==> src/rtl/arith_pkg.sv <==
// ---------------------------------------------------------------------------
// arith_pkg : shared opcodes, default width and divider state encoding
// Rev 1.0
// ---------------------------------------------------------------------------
`default_nettype none

package arith_pkg;

    localparam logic [1:0] ADD = 2'b00;
    localparam logic [1:0] SUB = 2'b01;
    localparam logic [1:0] MUL = 2'b10;
    localparam logic [1:0] DIV = 2'b11;

    localparam int DATA_W_DEF = 16;

    typedef enum logic [1:0] {
        IDLE = 2'd0,
        CALC = 2'd1,
        FIX  = 2'd2,
        DONE = 2'd3
    } div_state_e;

endpackage

`default_nettype wire

==> src/rtl/arith_divider_if.sv <==
// ---------------------------------------------------------------------------
// arith_divider_if : operand/result valid-ready bundle for arith_divider
// Rev 1.0
// ---------------------------------------------------------------------------
`default_nettype none

interface arith_divider_if #(
    parameter int DATA_W = arith_pkg::DATA_W_DEF
) ();

    logic                  in_valid;
    logic                  in_ready;
    logic [2*DATA_W-1:0]   dividend;
    logic [DATA_W-1:0]     divisor;
    logic                  out_valid;
    logic                  out_ready;
    logic [2*DATA_W-1:0]   quotient;
    logic [DATA_W-1:0]     remainder;
    logic                  dbz;
    logic                  ovf;

    modport master (
        output in_valid, dividend, divisor, out_ready,
        input  in_ready, out_valid, quotient, remainder, dbz, ovf
    );

    modport slave (
        input  in_valid, dividend, divisor, out_ready,
        output in_ready, out_valid, quotient, remainder, dbz, ovf
    );

endinterface

`default_nettype wire

==> src/rtl/arith_div_step.sv <==
// ---------------------------------------------------------------------------
// arith_div_step : one combinational restoring-division step on magnitudes
// Rev 1.0
// ---------------------------------------------------------------------------
`default_nettype none

module arith_div_step #(
    parameter int DATA_W = 16
) (
    input  wire logic [DATA_W:0] rem_i,
    input  wire logic            bit_i,
    input  wire logic [DATA_W:0] dvs_i,
    output logic      [DATA_W:0] rem_o,
    output logic                 qbit_o
);

    logic [DATA_W+1:0] w_shift;
    logic [DATA_W+1:0] w_diff;

    assign w_shift = {rem_i, bit_i};
    assign w_diff  = w_shift - {1'b0, dvs_i};
    assign qbit_o  = ~w_diff[DATA_W+1];
    assign rem_o   = qbit_o ? w_diff[DATA_W:0] : w_shift[DATA_W:0];

endmodule

`default_nettype wire

==> src/rtl/arith_divider.sv <==
// ---------------------------------------------------------------------------
// arith_divider : sequential signed radix-2 restoring divider (2W / W bits)
// Optional macro ARITH_DIV_EARLY_EXIT_EN skips CALC for trivial operands.
// Rev 1.0
// ---------------------------------------------------------------------------
`default_nettype none

module arith_divider
    import arith_pkg::*;
#(
    parameter int DATA_W = DATA_W_DEF
) (
    input  wire logic        clk,
    input  wire logic        rst_n,
    arith_divider_if.slave   bus_io
);

    localparam int QW = 2 * DATA_W;
    localparam int CW = $clog2(QW);

    div_state_e          state_q, state_d;
    logic [CW-1:0]       cnt_q;
    logic [QW-1:0]       quo_q;
    logic [DATA_W:0]     rem_q;
    logic [DATA_W:0]     dvs_q;
    logic                qneg_q, rneg_q, dbz_q, ovf_q;
    logic [QW-1:0]       quotient_q;
    logic [DATA_W-1:0]   remainder_q;
    logic                dbz_out_q, ovf_out_q;

    logic [QW:0]         w_dvd_mag;
    logic [DATA_W:0]     w_dvs_mag;
    logic                w_accept, w_dbz, w_ovf, w_short, w_qbit;
    logic [DATA_W:0]     w_rem_nxt;

    // One extra bit so the most-negative dividend has a representable magnitude
    assign w_dvd_mag = bus_io.dividend[QW-1] ? -{1'b1, bus_io.dividend}
                                             :  {1'b0, bus_io.dividend};
    assign w_dvs_mag = bus_io.divisor[DATA_W-1] ? -{1'b1, bus_io.divisor}
                                                :  {1'b0, bus_io.divisor};
    assign w_dbz     = (bus_io.divisor == '0);
    assign w_ovf     = (bus_io.dividend == {1'b1, {(QW-1){1'b0}}}) && (bus_io.divisor == '1);
    assign w_accept  = bus_io.in_valid && (state_q == IDLE);

`ifdef ARITH_DIV_EARLY_EXIT_EN
    assign w_short = w_dbz || (w_dvd_mag < {{DATA_W{1'b0}}, w_dvs_mag});
`else
    assign w_short = 1'b0;
`endif

    arith_div_step #(.DATA_W(DATA_W)) u_step (
        .rem_i  (rem_q),
        .bit_i  (quo_q[QW-1]),
        .dvs_i  (dvs_q),
        .rem_o  (w_rem_nxt),
        .qbit_o (w_qbit)
    );

    always_ff @(posedge clk or negedge rst_n) begin
        if (!rst_n) state_q <= IDLE;
        else        state_q <= state_d;
    end

    always_comb begin
        state_d = state_q;
        case (state_q)
            IDLE:    if (bus_io.in_valid) state_d = w_short ? FIX : CALC;
            CALC:    if (cnt_q == '0) state_d = FIX;
            FIX:     state_d = DONE;
            DONE:    if (bus_io.out_ready) state_d = IDLE;
            default: state_d = IDLE;
        endcase
    end

    always_ff @(posedge clk or negedge rst_n) begin
        if (!rst_n) begin
            cnt_q       <= '0;
            quo_q       <= '0;
            rem_q       <= '0;
            dvs_q       <= '0;
            qneg_q      <= 1'b0;
            rneg_q      <= 1'b0;
            dbz_q       <= 1'b0;
            ovf_q       <= 1'b0;
            quotient_q  <= '0;
            remainder_q <= '0;
            dbz_out_q   <= 1'b0;
            ovf_out_q   <= 1'b0;
        end else begin
            case (state_q)
                IDLE: if (w_accept) begin
                    dvs_q  <= w_dvs_mag;
                    qneg_q <= bus_io.dividend[QW-1] ^ bus_io.divisor[DATA_W-1];
                    rneg_q <= bus_io.dividend[QW-1];
                    dbz_q  <= w_dbz;
                    ovf_q  <= w_ovf;
                    cnt_q  <= CW'(QW - 1);
                    // A short operand is already its own remainder with a zero quotient
                    if (w_short) begin
                        quo_q <= '0;
                        rem_q <= w_dvd_mag[DATA_W:0];
                    end else begin
                        quo_q <= w_dvd_mag[QW-1:0];
                        rem_q <= {{DATA_W{1'b0}}, w_dvd_mag[QW]};
                    end
                end
                CALC: begin
                    quo_q <= {quo_q[QW-2:0], w_qbit};
                    rem_q <= w_rem_nxt;
                    cnt_q <= cnt_q - 1'b1;
                end
                FIX: begin
                    dbz_out_q <= dbz_q;
                    ovf_out_q <= ovf_q;
                    if (dbz_q) begin
                        quotient_q  <= '1;
                        remainder_q <= '0;
                    end else if (ovf_q) begin
                        quotient_q  <= {1'b1, {(QW-1){1'b0}}};
                        remainder_q <= '0;
                    end else begin
                        quotient_q  <= qneg_q ? -quo_q : quo_q;
                        remainder_q <= rneg_q ? -rem_q[DATA_W-1:0] : rem_q[DATA_W-1:0];
                    end
                end
                default: ;
            endcase
        end
    end

    assign bus_io.in_ready  = (state_q == IDLE);
    assign bus_io.out_valid = (state_q == DONE);
    assign bus_io.quotient  = quotient_q;
    assign bus_io.remainder = remainder_q;
    assign bus_io.dbz       = dbz_out_q;
    assign bus_io.ovf       = ovf_out_q;

endmodule

`default_nettype wire

==> src/flat_wrapper.sv <==
// flat-port wrapper written by rule: the top's interface ports become plain ports
module arith_divider_flat import arith_pkg::*;
#(
    parameter int DATA_W = DATA_W_DEF
)
  (clk, rst_n, bus_io_in_valid, bus_io_dividend, bus_io_divisor, bus_io_out_ready, bus_io_in_ready, bus_io_out_valid, bus_io_quotient, bus_io_remainder, bus_io_dbz, bus_io_ovf);
  arith_divider_if #(.DATA_W(DATA_W)) bus_io_i ();
  input  wire logic clk;
  input  wire logic rst_n;
  input wire logic [$bits(bus_io_i.in_valid)-1:0] bus_io_in_valid;
  input wire logic [$bits(bus_io_i.dividend)-1:0] bus_io_dividend;
  input wire logic [$bits(bus_io_i.divisor)-1:0] bus_io_divisor;
  input wire logic [$bits(bus_io_i.out_ready)-1:0] bus_io_out_ready;
  output wire logic [$bits(bus_io_i.in_ready)-1:0] bus_io_in_ready;
  output wire logic [$bits(bus_io_i.out_valid)-1:0] bus_io_out_valid;
  output wire logic [$bits(bus_io_i.quotient)-1:0] bus_io_quotient;
  output wire logic [$bits(bus_io_i.remainder)-1:0] bus_io_remainder;
  output wire logic [$bits(bus_io_i.dbz)-1:0] bus_io_dbz;
  output wire logic [$bits(bus_io_i.ovf)-1:0] bus_io_ovf;
  assign bus_io_i.in_valid = bus_io_in_valid;
  assign bus_io_i.dividend = bus_io_dividend;
  assign bus_io_i.divisor = bus_io_divisor;
  assign bus_io_i.out_ready = bus_io_out_ready;
  assign bus_io_in_ready = bus_io_i.in_ready;
  assign bus_io_out_valid = bus_io_i.out_valid;
  assign bus_io_quotient = bus_io_i.quotient;
  assign bus_io_remainder = bus_io_i.remainder;
  assign bus_io_dbz = bus_io_i.dbz;
  assign bus_io_ovf = bus_io_i.ovf;
  arith_divider #(.DATA_W(DATA_W)) u_core (.clk(clk), .rst_n(rst_n), .bus_io(bus_io_i));
endmodule
==> config.mk <==
export PLATFORM = sky130hd
export DESIGN_NAME = arith_divider_flat
export DESIGN_NICKNAME = d
export VERILOG_FILES = /design/src/rtl/arith_pkg.sv /design/src/rtl/arith_divider_if.sv /design/src/rtl/arith_div_step.sv /design/src/rtl/arith_divider.sv /design/src/flat_wrapper.sv
export SDC_FILE = /design/constraint.sdc
export NUM_CORES = 1
export LEC_CHECK = 0
export CORE_MARGIN = 2
export CORE_UTILIZATION = 45
export DETAILED_ROUTE_END_ITERATION = 8
export MAX_ROUTING_LAYER = met4
export PLACE_DENSITY = 0.69
export SLEW_MARGIN = 20
export SYNTH_ARGS = -nofsm -noshare
export SYNTH_HDL_FRONTEND = slang
export SYNTH_SLANG_ARGS = --single-unit
==> constraint.sdc <==
create_clock -name clk -period 3.4 [get_ports clk]
set_clock_uncertainty 0.05 [all_clocks]
set_input_delay 0.51 -clock clk [delete_from_list [all_inputs] [get_ports clk]]
set_output_delay 0.51 -clock clk [all_outputs]
set_load 0.01 [all_outputs]
### Word-level counts from Yosys, hierarchy flattened

Index checks and enable logic that the tools add are counted.

| cells by class | value |
|---|---|
| $add $sub $neg | 6 |
| eq/ne operators | 9 |
| multiplexer cells | 19 |
| bitwise gates (word level) | 2 |
| reductions and logical operators | 9 |

Operator list:

| cell | count |
|---|---|
| $mux 32 | 4 |
| $pmux 32 s2 | 1 |
| $mux 17 | 3 |
| $mux 16 | 3 |
| $pmux 17 s2 | 1 |
| $mux 33 | 1 |
| $neg 33->33 | 1 |
| $eq 32x32->1 const B | 1 |
| $neg 32->32 | 1 |
| $sub 18x17->18 | 1 |
| $neg 17->17 | 1 |
| $eq 16x16->1 const B | 1 |
| $logic_not 16->1 | 1 |
| $neg 16->16 | 1 |
| $pmux 5 s2 | 1 |
| $pmux 2 s4 | 1 |
| $mux 2 | 3 |
| $logic_not 5->1 | 1 |
| $mux 5 | 1 |
| $sub 5x1->5 const B | 1 |
| $eq 2x2->1 const B | 2 |
| $ne 2x1->1 const B | 2 |
| $ne 2x2->1 const B | 2 |
| $reduce_and 2->1 | 2 |
| 7 further kinds | 8 |

| word-level totals | value |
|---|---|
| flip-flop bits (word level) | 127 |
| input bits | 52 |
| output and inout bits | 52 |
| word-level logic and storage cells | 58 |

### Logic depth before layout (Yosys ltp)

Gate-level depths: netlist of the first run.

| depth | value |
|---|---|
| depth in word-level cells | 4 |
| mapped depth | 11 |
| depth with buffers taken out | 11 |

### Modules after synthesis

From an unflattened synthesis of the first run, not the netlist that was laid out.

| second synthesis, totals | value |
|---|---|
| cells, all modules | 957 |
| area, all modules | 8,519.4 um2 |

Modules (own cells, without submodules):

| module | instances | cells each | area each (um2) | sequential area each (um2) |
|---|---|---|---|---|
| arith_divider | 1 | 780 | 7,226.9 | 3,178.0 |
| arith_div_step | 1 | 177 | 1,292.5 | 0.0 |

### Worst setup path after synthesis of the first run

OpenSTA, ideal clock, no wires.

| timing path | value |
|---|---|
| kind | input to register |
| start point | in bus_io_dividend[10] |
| end point | reg u_core.quo_q[30] |
| library setup time | 0.128 ns |
| arrival time | 2.698 ns |
| data required time | 3.222 ns |
| setup slack | 0.524 ns |
| cell stages on the path | 7 |
| path buffers | 0 |
| cell sequence | or4_4 > or4_4 > or3_4 > or3_4 > o31ai_2 > xor2_1 > a21oi_1 |

| between the ends | value |
|---|---|
| cells in the longest elaborated chain, start to end | 4 |

RTL lines:

| item | RTL line | source |
|---|---|---|
| start, declared | flat_wrapper.sv:11 | `input wire logic [$bits(bus_io_i.dividend)-1:0] bus_io_dividend;` |
| $neg 33->33 | arith_divider.sv:37 | `assign w_dvd_mag = bus_io.dividend[QW-1] ? -{1'b1, bus_io.dividend}` |
| $mux 33 | arith_divider.sv:37 |  |
| $mux 32 | arith_divider.sv:91 | `IDLE: if (w_accept) begin` |
| $pmux 32 s2 | arith_divider.sv:90 | `case (state_q)` |
| end signal, assigned | arith_divider.sv:103 | `quo_q <= w_dvd_mag[QW-1:0];` |
| end signal, assigned | arith_divider.sv:108 | `quo_q <= {quo_q[QW-2:0], w_qbit};` |
| end, declared | arith_divider.sv:23 | `logic [QW-1:0] quo_q;` |

No other way between the ends. The select of a mux whose other input is x is not followed.
A chain may end at the register's enable or synchronous reset.

### Final worst setup path of the first run

| timing path | value |
|---|---|
| start point | reg u_core.quo_q[8] |
| end point | reg u_core.quotient_q[28], in the netlist u_core.bus_io.quotient[28] |

| between the ends | value |
|---|---|
| cells in the longest elaborated chain, start to end | 4 |

RTL lines:

| item | RTL line | source |
|---|---|---|
| $neg 32->32 | arith_divider.sv:122 | `quotient_q <= qneg_q ? -quo_q : quo_q;` |
| $mux 32 | arith_divider.sv:122 |  |
| $mux 32 | arith_divider.sv:118 | `end else if (ovf_q) begin` |
| $mux 32 | arith_divider.sv:115 | `if (dbz_q) begin` |
| end signal, assigned | arith_divider.sv:119 | `quotient_q <= {1'b1, {(QW-1){1'b0}}};` |
| end signal, assigned | arith_divider.sv:122 |  |
| end, declared | arith_divider.sv:27 | `logic [QW-1:0] quotient_q;` |

No other way between the ends.

==> run metrics, run 1 <==
Setup crit end kind flop; Leak 4.28 nW; Post-Layout Cell Count between 1000 and 1500; # setup viols final 0; #FFs+latches synth ~130; Initial Utilization 46.3%; Site Rows between 40 and 50; post-synth net total 969; worst skew pair latency about 0.42 ns; Max transition margin roughly half; antenna cells 0; Primary FF master, synth dfrtp_1; most frequent cell after synthesis dfrtp_1; share of the yosys chip area belonging to registers 39.4%; Cell Area, Synth about 8000 um^2; worst path cell trace or4_1 -> or3_4 -> or3_1 -> or3_4 -> o31ai_2 -> xor2_1 -> o221ai_1; worst path arrival time 3.16 ns; Final period util 87.3%; 1st-pass router iterations 5; post-synth cell types just over 60; RSZ-0062 raised after global routing false; fraction of registers with async set or reset after synthesis 100%; drt total wl 20.7 mm; crit path max-delay cell type or4_1; placed cell count approximately 1200; Power Density roughly 1000 nW/um^2; CP startpoint kind flop; worst-path maximum fanout 7; DRC violations left 0; Hold WS around 0.066 ns; setup_tns 0 ns; DPL Wire Length roughly 15 mm; number of global-route vias before repair 6417; Final Hold Violating Endpoints 0; Synth top area share 39.4%; Routability Congestion roughly 0.93; outcome completed; CP Class reg -> reg; IO Pins between 100 and 150; CP most frequent cell or3_4; Die Wd roughly 140 um; H-Tree Depth 4; initial antenna violation count 0; Final Max Tran Viols 0; clock sinks ~130; core region area 17400 um^2; largest net degree at the start of global routing 60; WP data required 3.59 ns; PortBufs ~100; Starting DRT DRC Count 588; area growth from synthesis to layout 23.5%; EDFF count, synth 0; post-synth top area cell dfrtp_1; DR vias/cell 5.66; first-pass GRT wire length 33.8 mm; Hold/Removal Path Class in -> async; clock buffer depth 2; commonest cells in the netlist 127 x dfrtp_1, 82 x xor2_1, 78 x o21ai_0, 74 x nand2_1, 71 x inv_1; Clock Tree Root clkbuf_16; fin nets between 1000 and 1500; cts hold-fix bufs 0; clock slew at reported path FFs ~0.06 ns; Util after Layout a little under three fifths; post-CTS repair timing setup buffer count 0; Syn Inst Count just under 900; TritonCTS clock tree built; DR vias approximately 6900; synth warn 0; DR WL/cell 16.9 um; Max Fclk approximately 0.34 GHz; Max-cap violations 0; Avg Inst Size Synth between 9 and 10 um^2; GR Util All Layers 23.6%; Worst path max stage delay between 0.5 and 0.6 ns; total power between 10 and 15 mW; actual slew at the worst max-slew pin ~0.77 ns; fillers roughly 1600; cts repair resizes 0; layout cells sized above 1 9.11%; Antenna Violating Nets Remaining 0; Worst VDD drop around 470 uV; Die ar. between 15000 and 20000 um^2; Area contributors post-synth dfrtp_1 39%, xor2_1 8.9%, o21ai_0 4.8%, ha_1 4.3%, nand2_1 3.4%; total grt overflow 0; min Tclk post-route ~3.0 ns; Vert. Die Dim about 140 um; TritonCTS Buffers 17
layer usage:
metal  track usage (%)  part of all wire [%]  wire length, um  up-vias
met5                 -                     0                0        -
met2              32.6                    43             8870      198
met1              35.5                    51            10500     3314
li1                  -                     -                -     3393
met3              4.02                   5.2             1080       19
met4              6.35                   1.2              252        0
final cells by class:
class                   count  area, um^2  share of cell area [%]
multi-input cells         641        4420                    44.4
flip-flops and latches    127        3180                    31.9
repair buffers            128        1230                    12.3
clock buffers              18         429                    4.31
well taps                 225         282                    2.83
inverters                  71         267                    2.68
clock inverters            14         155                    1.56
stage by stage:
step | setup WS [ns] | area, um^2
6_report | 0.432 | 9960
5_1_grt | 0.274 | 9960
4_1_cts | 0.434 | 9960
3_5_place_dp | 0.000552 | 9380
3_3_place_gp | 0.0400 | 9380
2_1_floorplan | 0.524 | 8070
sequential cells by signal (all words and copies together) (netlist names):
| signal | count |
|---|---|
| u_core.rem_q | 17 |
| u_core.rneg_q | 1 |
| u_core.bus_io.quotient | 32 |
| u_core.dbz_q | 1 |
| u_core.bus_io.ovf | 1 |
| u_core.ovf_q | 1 |
| u_core.state_q | 2 |
| u_core.qneg_q | 1 |
| u_core.bus_io.dbz | 1 |
| u_core.dvs_q | 17 |
| u_core.cnt_q | 5 |
| u_core.quo_q | 32 |
| u_core.bus_io.remainder | 16 |
cells in the final DEF (no fill, tap or decap), drive strengths merged, types with 22 or more instances in the layout:
master and instances:
o31ai 26, inv 76, buf 26, xor2 82, nor2 42, o22ai 27
clkdlybuf4s50 102, o221ai 22, o21ai 92, nand2 74, a21oi 33, dfrtp 127
ha 28
power by group:
part	switching [mW]	leakage [nW]	total (mW)	internal (mW)
Combinational	3.11	2.43	5.71	2.60
Sequential	0.738	1.58	2.92	2.18
Clock	0.714	0.270	1.80	1.09
Total	4.56	4.28	10.4	5.86
worst max-delay path, delay by kind of cell (launching register included):
kind | cells | cell delay (ns)
AOI/OAI and AO/OA | 2 | 0.35
DFF | 1 | 0.49
xor gates and xnor gates | 1 | 0.19
and+or+nand+nor | 4 | 1.73
cell families (layout without fill, tap and decap cells):
group	count (synthesis)	in the layout	synth area share, %
compound gates	282	282	23.4
xor+xnor	103	103	11.2
fa+ha+maj	29	29	4.59
buf+inv	120	231	5.83
flops	127	127	39.4
mux	18	18	2.26
simple gates	209	209	13.3
final timing paths:
check / from / end / slack, ns / cells past startpoint
worst max-delay path: u_core.quo_q[8] / u_core.bus_io.quotient[28] / 0.43 / 7
worst min-delay path: rst_n / u_core.dvs_q[13] / 0.07 / 1
worst max register to register: u_core.quo_q[8] / u_core.bus_io.quotient[28] / 0.43 / 7
worst min register to register: u_core.dvs_q[2] / u_core.dvs_q[2] / 0.44 / 2
max in group asynchronous: rst_n / u_core.quo_q[11] / 2.47 / 2
min in group clk: u_core.dvs_q[2] / u_core.dvs_q[2] / 0.44 / 2
Power figures use the tool's default switching activity.
==> run 2: changes to the inputs <==
--- a/config.mk
+++ b/config.mk
@@ -13,4 +13,5 @@
 export SLEW_MARGIN = 20
 export SYNTH_ARGS = -nofsm -noshare
 export SYNTH_HDL_FRONTEND = slang
+export SYNTH_HIERARCHICAL = 1
 export SYNTH_SLANG_ARGS = --single-unit
==> run 2 against run 1 <==
  * Routed wire length rose by 6.1%
  * Hold slack got worse by 0.012 ns
  * Maximum frequency grew 3.2%
  * Global-route usage is 0.26 points lower
  * Sequential share of layout area shrank 1.2 points
  * Clock-buffer cell count increased by 1
  * First-iteration DRC count is 3.7% higher
  * Critical endpoint is now u_core/rem_q[12]
  * Sequential cell count did not move
  * Combinational power about the same
==> run metrics, run 2 <==
main combinational cell family by area after synthesis compound AO/OA/AOI/OAI gates (unchanged); Final period util 84.6% (was 87.3%); PortBufs 103 (unchanged); Vert. Die Dim 142 um (was 138 um); post-synth net total 1037 (was 969); Power Density 1020 nW/um^2 (was 1050 nW/um^2); fin nets 1113 (was 1067); Hold/Removal Path Class in -> async (unchanged); setup_tns 0 ns (unchanged); total power 10.5 mW (was 10.4 mW); cts hold-fix bufs 0 (unchanged); Worst VDD drop 460 uV (was 466 uV); post-CTS repair timing setup buffer count 0 (unchanged); TritonCTS Buffers 17 (unchanged); CP startpoint kind flop (unchanged); Site Rows 50 (was 48); commonest cells in the netlist 127 x dfrtp_1, 83 x inv_1, 72 x xor2_1, 70 x nand2_1, 60 x o21ai_0 (was 127 x dfrtp_1, 82 x xor2_1, 78 x o21ai_0, 74 x nand2_1, 71 x inv_1); Routability Congestion 0.907 (was 0.933); Primary FF master, synth dfrtp_1 (unchanged); RSZ-0062 raised after global routing false (unchanged); commonest non-fill, non-tap cell in the layout dfrtp_1 (unchanged); GR Util All Layers 23.3% (was 23.6%); fillers 1729 (was 1564); drt total wl 22.0 mm (was 20.7 mm); post-synth cell types 73 (was 62); first-pass GRT wire length 36.3 mm (was 33.8 mm); IO Pins 104 (unchanged); initial antenna violation count 0 (unchanged); Area contributors post-synth dfrtp_1 37%, xor2_1 7.4%, ha_1 4.0%, inv_1 3.7%, o21ai_0 3.5% (was dfrtp_1 39%, xor2_1 8.9%, o21ai_0 4.8%, ha_1 4.3%, nand2_1 3.4%); CP Class reg -> reg (unchanged); largest net degree at the start of global routing 80 (was 60); clock buffer depth 2 (unchanged); worst-path maximum fanout 4 (was 7); number of global-route vias before repair 6813 (was 6417); fraction of registers with async set or reset after synthesis 100% (unchanged); Syn Inst Count 957 (was 888); xor-xnor portion of the synthesized cell area 9.46% (was 11.2%); DR vias 7408 (was 6924); DR vias/cell 5.79 (was 5.66); Die Wd 142 um (was 138 um); clock sinks 127 (unchanged); compound-cell area share of the yosys netlist 23.3% (was 23.4%); most frequent cell after synthesis dfrtp_1 (unchanged); 1st-pass router iterations 5 (unchanged); DR WL/cell 17.2 um (was 16.9 um); Final Hold Violating Endpoints 0 (unchanged); worst path arrival time 3.13 ns (was 3.16 ns); #FFs+latches synth 127 (unchanged); area growth from synthesis to layout 21.5% (was 23.5%); WP data required 3.66 ns (was 3.59 ns); Clock Tree Root clkbuf_16 (unchanged); most frequent cells in the layout 127 x dfrtp_1, 102 x clkdlybuf4s50_1, 83 x inv_1 (was 127 x dfrtp_1, 102 x clkdlybuf4s50_1, 82 x xor2_1); Max transition margin 45.5% (was 48.8%); share of the yosys chip area belonging to registers 37.3% (was 39.4%); proportion of synthesized area in mux cells 4.30% (was 2.26%); Cell Area, Synth 8520 um^2 (was 8070 um^2); Max-cap violations 0 (unchanged); cts repair resizes 0 (unchanged); Synth Area in Simple Gates 14.6% (was 13.3%); Avg Inst Size Synth 8.90 um^2 (was 9.08 um^2); outcome completed (unchanged); reg2reg path depth 10 (was 7); antenna cells 0 (unchanged); Leak 4.35 nW (was 4.28 nW); Max Fclk 0.348 GHz (was 0.337 GHz); min Tclk post-route 2.88 ns (was 2.97 ns); worst skew pair latency 0.42 ns (about the same); Die ar. 20000 um^2 (was 19000 um^2); Setup crit end kind flop (unchanged); DPL Wire Length 16.3 mm (was 15.3 mm); DRC violations left 0 (unchanged); Antenna Violating Nets Remaining 0 (unchanged); Synth top area share 37.3% (was 39.4%); # setup viols final 0 (unchanged); layout cells sized above 1 8.89% (was 9.11%); Starting DRT DRC Count 610 (was 588); Final Max Tran Viols 0 (unchanged); total grt overflow 0 (unchanged); H-Tree Depth 4 (unchanged); post-synth top area cell dfrtp_1 (unchanged); TritonCTS clock tree built (unchanged); actual slew at the worst max-slew pin 0.817 ns (was 0.768 ns); EDFF count, synth 0 (unchanged); Post-Synth Adder-Cell Area 4.20% (was 4.59%); Util after Layout 55.5% (was 57.2%); Initial Utilization 45.7% (was 46.3%); clock slew at reported path FFs 0.06 ns (about the same); synth warn 6 (was 0); core region area 18600 um^2 (was 17400 um^2)
-- run 2: changes by cell type after synthesis, sizes merged, moves of 13 or more --
cell,previous run,this run
a211oi,2,17
a22o,0,15
o21ai,92,74
o41ai,12,27
inv,71,84
a22oi,20,1
nor3,9,29
mux2,2,18
nor2,42,60
-- run 2: power breakdown --
group | internal [mW] | leakage [nW] | switching, mW
registers | 2.17 | 1.55 | 0.733
logic | 2.67 | 2.49 | 3.02
clock network | 1.27 | 0.305 | 0.678
total | 6.11 | 4.35 | 4.43
-- run 2: path summary, 6_finish.rpt --
check                                         endpoint              from  slack [ns]
setup / recovery                      u_core/rem_q[12]  u_core/quo_q[31]        0.52
hold reg to reg                       u_core/dvs_q[14]  u_core/dvs_q[14]        0.43
setup reg to reg                      u_core/rem_q[12]  u_core/quo_q[31]        0.52
max in group asynchronous             u_core/dvs_q[10]             rst_n        2.42
hold / removal             u_core/bus_io.remainder[13]             rst_n        0.05
min in group clk                      u_core/dvs_q[14]  u_core/dvs_q[14]        0.43
-- run 2: cell type report --
| type | instances | area, um^2 | area share [%] |
|---|---|---|---|
| multi-input combinational | 685 | 4770 | 46.1 |
| sequential | 127 | 3180 | 30.7 |
| timing repair buffer | 118 | 1150 | 11.1 |
| clock buffer | 19 | 453 | 4.38 |
| inverter | 84 | 318 | 3.07 |
| tap | 234 | 293 | 2.83 |
| clock inverter | 13 | 188 | 1.81 |
-- run 2: cells by family after synthesis --
group,after synthesis
adders and majority gates,28
AOI/OAI and AO/OA,283
muxes,31
xor gates and xnor gates,92
buffers and inverters,145
DFF,127
and+or+nand+nor,251
-- run 2: critical path, stage by stage (launching register included) --
cell,delay (ns)
dfrtp_1,0.44
inv_1,0.09
ha_1,0.23
fa_1,0.40
nand2b_1,0.18
a211oi_1,0.31
nor2_1,0.13
o21ai_0,0.29
a311oi_1,0.16
mux2_4,0.27
a22o_1,0.20
-- run 2: stage by stage --
step           cells  hold WS (ns)  area (um^2)  setup slack, ns
2_1_floorplan    957         0.164         8520            0.825
3_3_place_gp    1248         0.412         9710            0.345
3_5_place_dp    1248         0.425         9710            0.270
4_1_cts         1280        0.0816        10300            0.534
5_1_grt         1280         0.107        10300            0.389
6_report        1280        0.0544        10300            0.525
-- run 2: per-layer routing --
| layer | track usage (%) | up-vias | wire length [um] |
|---|---|---|---|
| met5 | - | - | 0 |
| met4 | 5.21 | 0 | 226 |
| met3 | 4.45 | 21 | 1550 |
| met2 | 30.1 | 256 | 8870 |
| met1 | 37.1 | 3502 | 11400 |
| li1 | - | 3629 | - |
==> run 3: changes to the inputs <==
==> constraint.sdc (replaced) <==
create_clock -name clk -period 2.89 [get_ports clk]
set_clock_uncertainty 0.05 [all_clocks]
set_input_delay 0.4335 -clock clk [delete_from_list [all_inputs] [get_ports clk]]
set_output_delay 0.4335 -clock clk [all_outputs]
set_load 0.01 [all_outputs]
==> run 3 against run 2 <==
  * Worst setup slack lost 0.35 ns
  * Sequential power is 15% higher
  * Highest routed layer unchanged
  * Clock-buffer cell count increased by 2
==> run metrics, run 3 (same netlist as run 2, synthesis figures left out) <==
reg2reg path depth 9 (was 10); Post-Layout Cell Count 1335 (was 1280); Die Wd 142 um (unchanged); actual slew at the worst max-slew pin 0.784 ns (was 0.817 ns); reg-to-reg setup timing slack 0.17 ns (was 0.52 ns); Site Rows 50 (unchanged); Vert. Die Dim 142 um (unchanged); first-pass GRT wire length 36.5 mm (was 36.3 mm); CP startpoint kind flop (unchanged); most frequent cells in the layout 127 x dfrtp_1, 102 x clkdlybuf4s50_1, 83 x inv_1 (unchanged); DP Area 10100 um^2 (was 9710 um^2); H-Tree Depth 4 (unchanged); Final Max Tran Viols 0 (unchanged); number of global-route vias before repair 7019 (was 6813); placed cell count 1303 (was 1248); launch point of the worst reg-to-reg path u_core/rem_q[11] (was u_core/quo_q[31]); Design Area, Final 10800 um^2 (was 10300 um^2); Max Fclk 0.368 GHz (was 0.348 GHz); GR Util All Layers 23.5% (was 23.3%); core region area 18600 um^2 (unchanged); 1st-pass router iterations 6 (was 5); Hold/Removal Path Class in -> async (unchanged); RSZ-0062 raised after global routing false (unchanged); Starting DRT DRC Count 624 (was 610); Antenna Violating Nets Remaining 0 (unchanged); Setup crit end kind flop (unchanged); largest net degree at the start of global routing 54 (was 80); # setup viols final 0 (unchanged); DRC violations left 0 (unchanged); TritonCTS clock tree built (unchanged); drt total wl 22.4 mm (was 22.0 mm); worst slack at placement -0.0856 ns (was 0.270 ns); worst path cell trace ha_1 -> a21oi_1 -> o21ai_0 -> a21oi_2 -> a21o_1 -> nand3_2 -> inv_4 -> mux2_2 -> a22o_1 (was inv_1 -> ha_1 -> fa_1 -> nand2b_1 -> a211oi_1 -> nor2_1 -> o21ai_0 -> a311oi_1 -> mux2_4 -> a22o_1); fin nets 1168 (was 1113); total grt overflow 0 (unchanged); fillers 1659 (was 1729); Final Hold Violating Endpoints 0 (unchanged); Power Density 1170 nW/um^2 (was 1020 nW/um^2); DR vias 7620 (was 7408); clock slew at reported path FFs 0.06 ns (about the same); outcome completed (unchanged); Max transition margin 47.8% (was 45.5%); DPL Wire Length 16.8 mm (was 16.3 mm); Buf/Inv on CP 1 (unchanged); DR vias/cell 5.71 (was 5.79); Leak 4.62 nW (was 4.35 nW); PortBufs 103 (unchanged); WP data required 3.15 ns (was 3.66 ns); layout cells sized above 1 13.5% (was 8.89%); initial antenna violation count 0 (unchanged); Die ar. 20000 um^2 (unchanged); total power 12.6 mW (was 10.5 mW); Worst path max stage delay 0.42 ns (was 0.44 ns); Clock Tree Root clkbuf_16 (unchanged); setup_tns 0 ns (unchanged); Max-cap violations 0 (unchanged); DR WL/cell 16.8 um (was 17.2 um); Final period util 94.0% (was 84.6%); cts hold-fix bufs 0 (unchanged); TritonCTS Buffers 17 (unchanged); CP Class reg -> reg (unchanged); Routability Congestion 0.907 (about the same); commonest non-fill, non-tap cell in the layout dfrtp_1 (unchanged); worst path arrival time 2.97 ns (was 3.13 ns); Util after Layout 57.7% (was 55.5%); min Tclk post-route 2.72 ns (was 2.88 ns); clock buffer depth 2 (unchanged); antenna cells 0 (unchanged); Hold WS 0.00347 ns (was 0.0544 ns); IO Pins 104 (unchanged); clock sinks 127 (unchanged); r2r endpoint u_core/rem_q[5] (was u_core/rem_q[12]); cell family with most CP delay compound AO/OA/AOI/OAI gates (unchanged); worst skew pair latency 0.42 ns (about the same); Worst VDD drop 544 uV (was 460 uV); worst-path maximum fanout 16 (was 4); Initial Utilization 45.7% (unchanged); final setup margin 0.174 ns (was 0.525 ns); crit path max-delay cell type dfrtp_1 (unchanged); area growth from synthesis to layout 26.3% (was 21.5%)
## run 3: metal layers
layer | vias to the layer above | wire, um | GRT usage, %
met5 | - | 0 | -
met3 | 22 | 1470 | 3.81
met1 | 3582 | 11500 | 36.0
met4 | 0 | 238 | 6.16
li1 | 3735 | - | -
met2 | 281 | 9190 | 32.0
## run 3: final cells by class
class	instances	area [um^2]	area share, %
clock buffer	21	480	4.46
timing repair buffer	173	1570	14.6
tap	234	293	2.72
inverter	84	318	2.95
multi-input combinational	685	4770	44.3
sequential	127	3180	29.5
clock inverter	11	155	1.44
## run 3: worst max path at each step
stage                             from  slack (ns)               end  cells past startpoint
floorplan           bus_io_dividend[0]        0.39  u_core/quo_q[26]                      8
global placement    bus_io_dividend[0]        0.02  u_core/quo_q[30]                      8
detailed placement  bus_io_dividend[1]       -0.09  u_core/quo_q[20]                      8
CTS                   u_core/quo_q[31]        0.13  u_core/rem_q[14]                     10
global route          u_core/rem_q[11]        0.02   u_core/rem_q[5]                      9
finish                u_core/rem_q[11]        0.17   u_core/rem_q[5]                      9
## run 3: power breakdown
| part | internal, mW | total, mW | switching, mW |
|---|---|---|---|
| combinational | 3.30 | 6.99 | 3.68 |
| clock | 1.45 | 2.27 | 0.821 |
| sequential | 2.56 | 3.36 | 0.808 |
| total | 7.31 | 12.6 | 5.31 |
## run 3: timing repair
item	4_1_cts	5_1_grt
buffers inserted	0	0
resized for setup	0	1
setup endpoints to repair	0	5
